==> config.mk <==
export PLATFORM = sky130hd
export DESIGN_NAME = main_control_fsm
export DESIGN_NICKNAME = d
export VERILOG_FILES = /design/src/rtl/aardvark_pkg.sv /design/src/rtl/ctrl_opdecode.sv /design/src/rtl/main_control_fsm.sv
export SDC_FILE = /design/constraint.sdc
export NUM_CORES = 1
export LEC_CHECK = 0
export ABC_AREA = 0
export BUFFER_PORTS_ARGS = -buffer_cell sky130_fd_sc_hd__buf_4
export CORE_MARGIN = 3
export CORE_UTILIZATION = 53
export CTS_BUF_LIST = sky130_fd_sc_hd__clkbuf_4 sky130_fd_sc_hd__clkbuf_8 sky130_fd_sc_hd__clkbuf_16
export CTS_CLUSTER_DIAMETER = 30
export DETAILED_ROUTE_END_ITERATION = 10
export HOLD_SLACK_MARGIN = 0.12
export MAX_ROUTING_LAYER = met4
export PLACE_DENSITY = 0.83
export SYNTH_ARGS = -nofsm -noshare
export SYNTH_HDL_FRONTEND = slang
export SYNTH_SLANG_ARGS = --single-unit
==> constraint.sdc <==
create_clock -name clk -period 3.4 [get_ports clk]
set_input_delay 0.68 -clock clk [delete_from_list [all_inputs] [get_ports clk]]
set_output_delay 0.68 -clock clk [all_outputs]
set_load 0.01 [all_outputs]
==> src/rtl/aardvark_pkg.sv <==
// aardvark_pkg: shared control encodings for the aardvark multicycle core
package aardvark_pkg;
  typedef enum logic [2:0] {
    S_IDLE, S_FETCH, S_DECODE, S_EXEC, S_MEM, S_WB, S_HALT
  } state_t;
  localparam logic [2:0] OP_ADD   = 3'b000;
  localparam logic [2:0] OP_NAND  = 3'b001;
  localparam logic [2:0] OP_SLT   = 3'b010;
  localparam logic [2:0] OP_SHIFT = 3'b011;
  localparam logic [2:0] OP_ADDI  = 3'b100;
  localparam logic [2:0] OP_BEQ   = 3'b101;
  localparam logic [2:0] OP_JMP   = 3'b110;
  localparam logic [2:0] OP_MEM   = 3'b111;
  localparam logic [2:0] ALUOP_ADD = 3'b000;
  localparam logic [2:0] ALUOP_MEM = 3'b111;
  localparam logic [1:0] PC_INC = 2'b00;
  localparam logic [1:0] PC_BR  = 2'b01;
  localparam logic [1:0] PC_JMP = 2'b10;
endpackage

==> src/rtl/ctrl_opdecode.sv <==
// ctrl_opdecode: maps the instruction register to ALUop and funct for the ALU control unit
module ctrl_opdecode
  import aardvark_pkg::*;
(
  input  logic [7:0] ir,
  output logic [2:0] alu_op,
  output logic       alu_funct
);
  logic [2:0] op;
  logic       unused_ir;
  assign op = ir[7:5];
  assign unused_ir = ^ir[4:1];
  // add/nand always take funct=1, addi funct=0; loads and stores use the address add
  always_comb begin
    alu_op = (op == OP_MEM) ? ALUOP_MEM : op;
    alu_funct = (op == OP_ADD || op == OP_NAND) ? 1'b1 : (op == OP_ADDI) ? 1'b0 : ir[0];
  end
endmodule

==> src/rtl/main_control_fsm.sv <==
// main_control_fsm: multicycle control FSM with retired-instruction counter
module main_control_fsm
  import aardvark_pkg::*;
#(
  parameter int RETIRE_W = 8
) (
  input  logic                clk,
  input  logic                reset,
  input  logic                run,
  input  logic [7:0]          instr,
  input  logic                mem_ready,
  input  logic                alu_zero,
  output logic                mem_read,
  output logic                mem_write,
  output logic                addr_sel,
  output logic                ir_load,
  output logic                pc_write,
  output logic [1:0]          pc_src,
  output logic [2:0]          alu_op,
  output logic                alu_funct,
  output logic                alu_src_imm,
  output logic                reg_write,
  output logic                wb_sel,
  output logic                halted,
  output logic [RETIRE_W-1:0] retired
);
  state_t     state, nxt;
  logic [7:0] ir;
  logic [2:0] op, dec_op;
  logic       f, dec_funct, retire;
  assign op = ir[7:5];
  assign f = ir[0];
  assign halted = state == S_HALT;
  ctrl_opdecode u_opdecode (
    .ir        (ir),
    .alu_op    (dec_op),
    .alu_funct (dec_funct)
  );
  // state, instruction register and retire counter
  always_ff @(posedge clk) begin
    if (reset) begin
      state <= S_IDLE;
      ir <= '0;
      retired <= '0;
    end else begin
      state <= nxt;
      if (ir_load) ir <= instr;
      if (retire) retired <= retired + RETIRE_W'(1);
    end
  end
  // next state and control strobes; reset masks everything so nothing fires while it is held
  always_comb begin
    nxt = state;
    mem_read = 1'b0;
    mem_write = 1'b0;
    addr_sel = 1'b0;
    ir_load = 1'b0;
    pc_write = 1'b0;
    pc_src = PC_INC;
    alu_op = ALUOP_ADD;
    alu_funct = 1'b0;
    alu_src_imm = 1'b0;
    reg_write = 1'b0;
    wb_sel = 1'b0;
    retire = 1'b0;
    case (state)
      S_IDLE: nxt = run ? S_FETCH : S_IDLE;
      S_FETCH: begin
        mem_read = 1'b1;
        ir_load = mem_ready;
        pc_write = mem_ready;
        nxt = mem_ready ? S_DECODE : S_FETCH;
      end
      S_DECODE: begin
        retire = op == OP_JMP;
        pc_write = op == OP_JMP && !f;
        pc_src = (op == OP_JMP && !f) ? PC_JMP : PC_INC;
        nxt = (op != OP_JMP) ? S_EXEC : f ? S_HALT : S_FETCH;
      end
      S_EXEC: begin
        alu_op = dec_op;
        alu_funct = dec_funct;
        alu_src_imm = op == OP_ADDI || op == OP_MEM;
        pc_write = op == OP_BEQ && alu_zero;
        pc_src = (op == OP_BEQ) ? PC_BR : PC_INC;
        retire = op == OP_BEQ;
        nxt = (op == OP_BEQ) ? S_FETCH : (op == OP_MEM) ? S_MEM : S_WB;
      end
      S_MEM: begin
        alu_op = dec_op;
        alu_funct = dec_funct;
        alu_src_imm = 1'b1;
        addr_sel = 1'b1;
        mem_read = !f;
        mem_write = f;
        retire = mem_ready && f;
        nxt = !mem_ready ? S_MEM : f ? S_FETCH : S_WB;
      end
      S_WB: begin
        reg_write = 1'b1;
        wb_sel = op == OP_MEM;
        retire = 1'b1;
        nxt = S_FETCH;
      end
      S_HALT: nxt = S_HALT;
      default: nxt = S_IDLE;
    endcase
    if (reset) begin
      nxt = S_IDLE;
      mem_read = 1'b0;
      mem_write = 1'b0;
      addr_sel = 1'b0;
      ir_load = 1'b0;
      pc_write = 1'b0;
      pc_src = PC_INC;
      alu_op = ALUOP_ADD;
      alu_funct = 1'b0;
      alu_src_imm = 1'b0;
      reg_write = 1'b0;
      wb_sel = 1'b0;
      retire = 1'b0;
    end
  end
endmodule

==> metrics.cfg <==
[global_route]
grtUsageMet2_pct=38.63
first_global_vias=1005
grt_antenna_before_repair=0
grt_use_met1_pct=25.90
grt-ovfl-total=0
grt_max_degree=30
grt_use_total_pct=22.04
top_usage_layer=met2
grt_use_met3_pct=5.248
grt_pass1_wl_um=4381

[setup_path]
worst_setup_path_start_kind=flop
critPathMaxFanout=15
cp.required_ns=2.72
cp.arrival_ns=2.21
critPathKind=flop to output port
end_kind=output port

[sta]
hold_viol=0
slew_headroom_pct=64.12
drv_slew=0
finClkSkew_ns=0.008418
finalSetupViolCount=0
rsz0062_at_grt=no
period_share_pct=84.88
max_freq_mhz=346.5
fin_crit_ns=2.886
tns_ns=0
tightest_slew_ns=0.5375

[layout]
areaGrowthSynthToFinish_pct=23.06
stdcell_count=180
seqCellArea_um2=300.3
final_util_pct=72.99
antenna_cells=0
num-nets-final=170
design_area_um2=1329
layout-drive-gt1-share_pct=29.68
fillers=161
multi_input_area_um2=730.7

[yosys]
yosys_most_used_dff=dfxtp_1
syn_avg_cell_area_um2=8.306
ys_ff_latch=15
yosysUniqueCellTypes=49
ys_seq_area_share_pct=27.81
synth-async-reset-ratio_pct=0
synth_edf_count=0
syn_nets=144
synth_area_um2=1080
synthCells=130
yosysWarnings=0

[clock_tree]
htreeDepth=1
cts_buffers=3
cts-root-buf=clkbuf_4
cts_hold_buf=0
path_clk_slew_ns=0.09
max-clock-path-buffers=2
insertion_delay_ns=0.29
cts.sinks=15
post-cts-setup-buffers=0
cts_resized=0
cts_tree=done

[routing]
dr.pass1.iters=4
routed_wl_um=2567
ant_nets=0
drc=0
drt_iter0_markers=10
via_per_inst=6.039
vias=1087
wl_per_cell_um=14.26

[power]
ir_worst_vdd_uv=336.4
p_leak_uw=0.0005402
finalPower_uw=375.5
power_density_nw_per_um2=282.6

[floorplan]
ioPinCount=36
die-area_um2=2615
rows=15
die_h_um=51.14
start_util_pct=59.31
die_w_um=51.14
core_area_um2=1821

[placement]
place_inst=176
place_hpwl_um=1869
gp_congestion=0.7967
io_buffers=31
place_area_um2=1299

[worst_hold_path]
hold_class=flop to flop

[run]
maxCapViolations=0

[outcome]
status=finished clean

-- path summary, 6_finish.rpt --
path | from | end | slack, ns | cells after the start
worst max-delay path | state[0]$_SDFF_PP0_ | pc_write | 0.51 | 5
worst min-delay path | retired[1]$_SDFFE_PP0P_ | retired[1]$_SDFFE_PP0P_ | 0.54 | 2
worst max register to register | ir[6]$_SDFFE_PP0P_ | retired[7]$_SDFFE_PP0P_ | 1.35 | 4
worst min register to register | retired[1]$_SDFFE_PP0P_ | retired[1]$_SDFFE_PP0P_ | 0.54 | 2
-- cell type report --
cell class | instances | area share, %
multi-input combinational | 104 | 54.99
sequential | 15 | 22.60
timing repair buffer | 31 | 17.51
tap | 25 | 2.354
clock buffer | 3 | 1.695
clock inverter | 1 | 0.5650
inverter | 1 | 0.2825
-- layout by cell type (no fill, tap or decap), drive strengths merged, types with 3 or more instances in the layout --
cell    Yosys  layout
buf         5      31
nor2       16      16
dfxtp      15      15
a21oi      10      10
nor2b       8       8
and2        6       6
o21ai       5       5
nand3       5       5
mux2i       5       5
mux2        5       5
nand2       4       4
nand2b      4       4
clkbuf      5       3
nor3b       3       3
-- cell families (layout without fill, tap and decap cells) --
| logic type | Yosys count | after routing | synth area share [%] |
|---|---|---|---|
| buf+inv | 11 | 36 | 4.518 |
| xor+xnor | 1 | 1 | 0.8113 |
| mux | 10 | 10 | 9.849 |
| compound gates | 31 | 31 | 22.13 |
| flops | 15 | 15 | 27.81 |
| fa+ha+maj | 1 | 1 | 1.159 |
| simple gates | 61 | 61 | 33.72 |
-- Yosys cell counts, drive strengths merged, types with 2 or more instances --
library cell / number / share of area [%]
a211oi: 2 / 1.4
a2111oi: 2 / 3.9
mux2i: 5 / 4.6
nand2b: 4 / 3.0
o211ai: 2 / 1.9
nor2: 16 / 5.6
and3b: 2 / 1.6
o21ai: 5 / 2.3
nand3: 5 / 2.3
a21boi: 2 / 1.4
and3: 2 / 1.2
nor3: 2 / 0.93
nor3b: 3 / 3.1
buf: 5 / 2.4
dfxtp: 15 / 28
mux2: 5 / 5.2
and2: 6 / 3.5
a21oi: 10 / 4.6
nor2b: 8 / 4.6
a31oi: 2 / 1.7
nand2: 4 / 1.4
clkbuf: 5 / 1.7
-- critical path, cell delays in order (launching register included) --
cell	delay, ns
dfxtp_1	0.60
nand2b_1	0.21
nor3b_4	0.48
a31oi_2	0.07
a2111oi_2	0.37
buf_4	0.18
-- report_power, final --
part,internal [µW],switching (µW),total (µW)
clock network,44.8,62.8,108
logic,32.1,32.3,64.4
registers,182,21.3,204
-- metrics by stage --
step	setup WS, ns	hold WS (ns)
global route	0.3371	0.5474
CTS	0.5262	0.5400
floorplan	1.146	0.5246
detailed placement	0.8586	0.5248
finish	0.5140	0.5424
global placement	0.9180	0.5055
-- sequential cells by signal, summed over array words and instances (netlist names) --
name     cells
ir           4
state        3
retired      8
-- layer usage --
layer | share of wire [%] | up-vias
met5 | 0 | -
met4 | 0 | 0
met3 | 3.7 | 0
met2 | 51 | 21
met1 | 45 | 541
li1 | - | 525
Power figures use the tool's default switching activity.
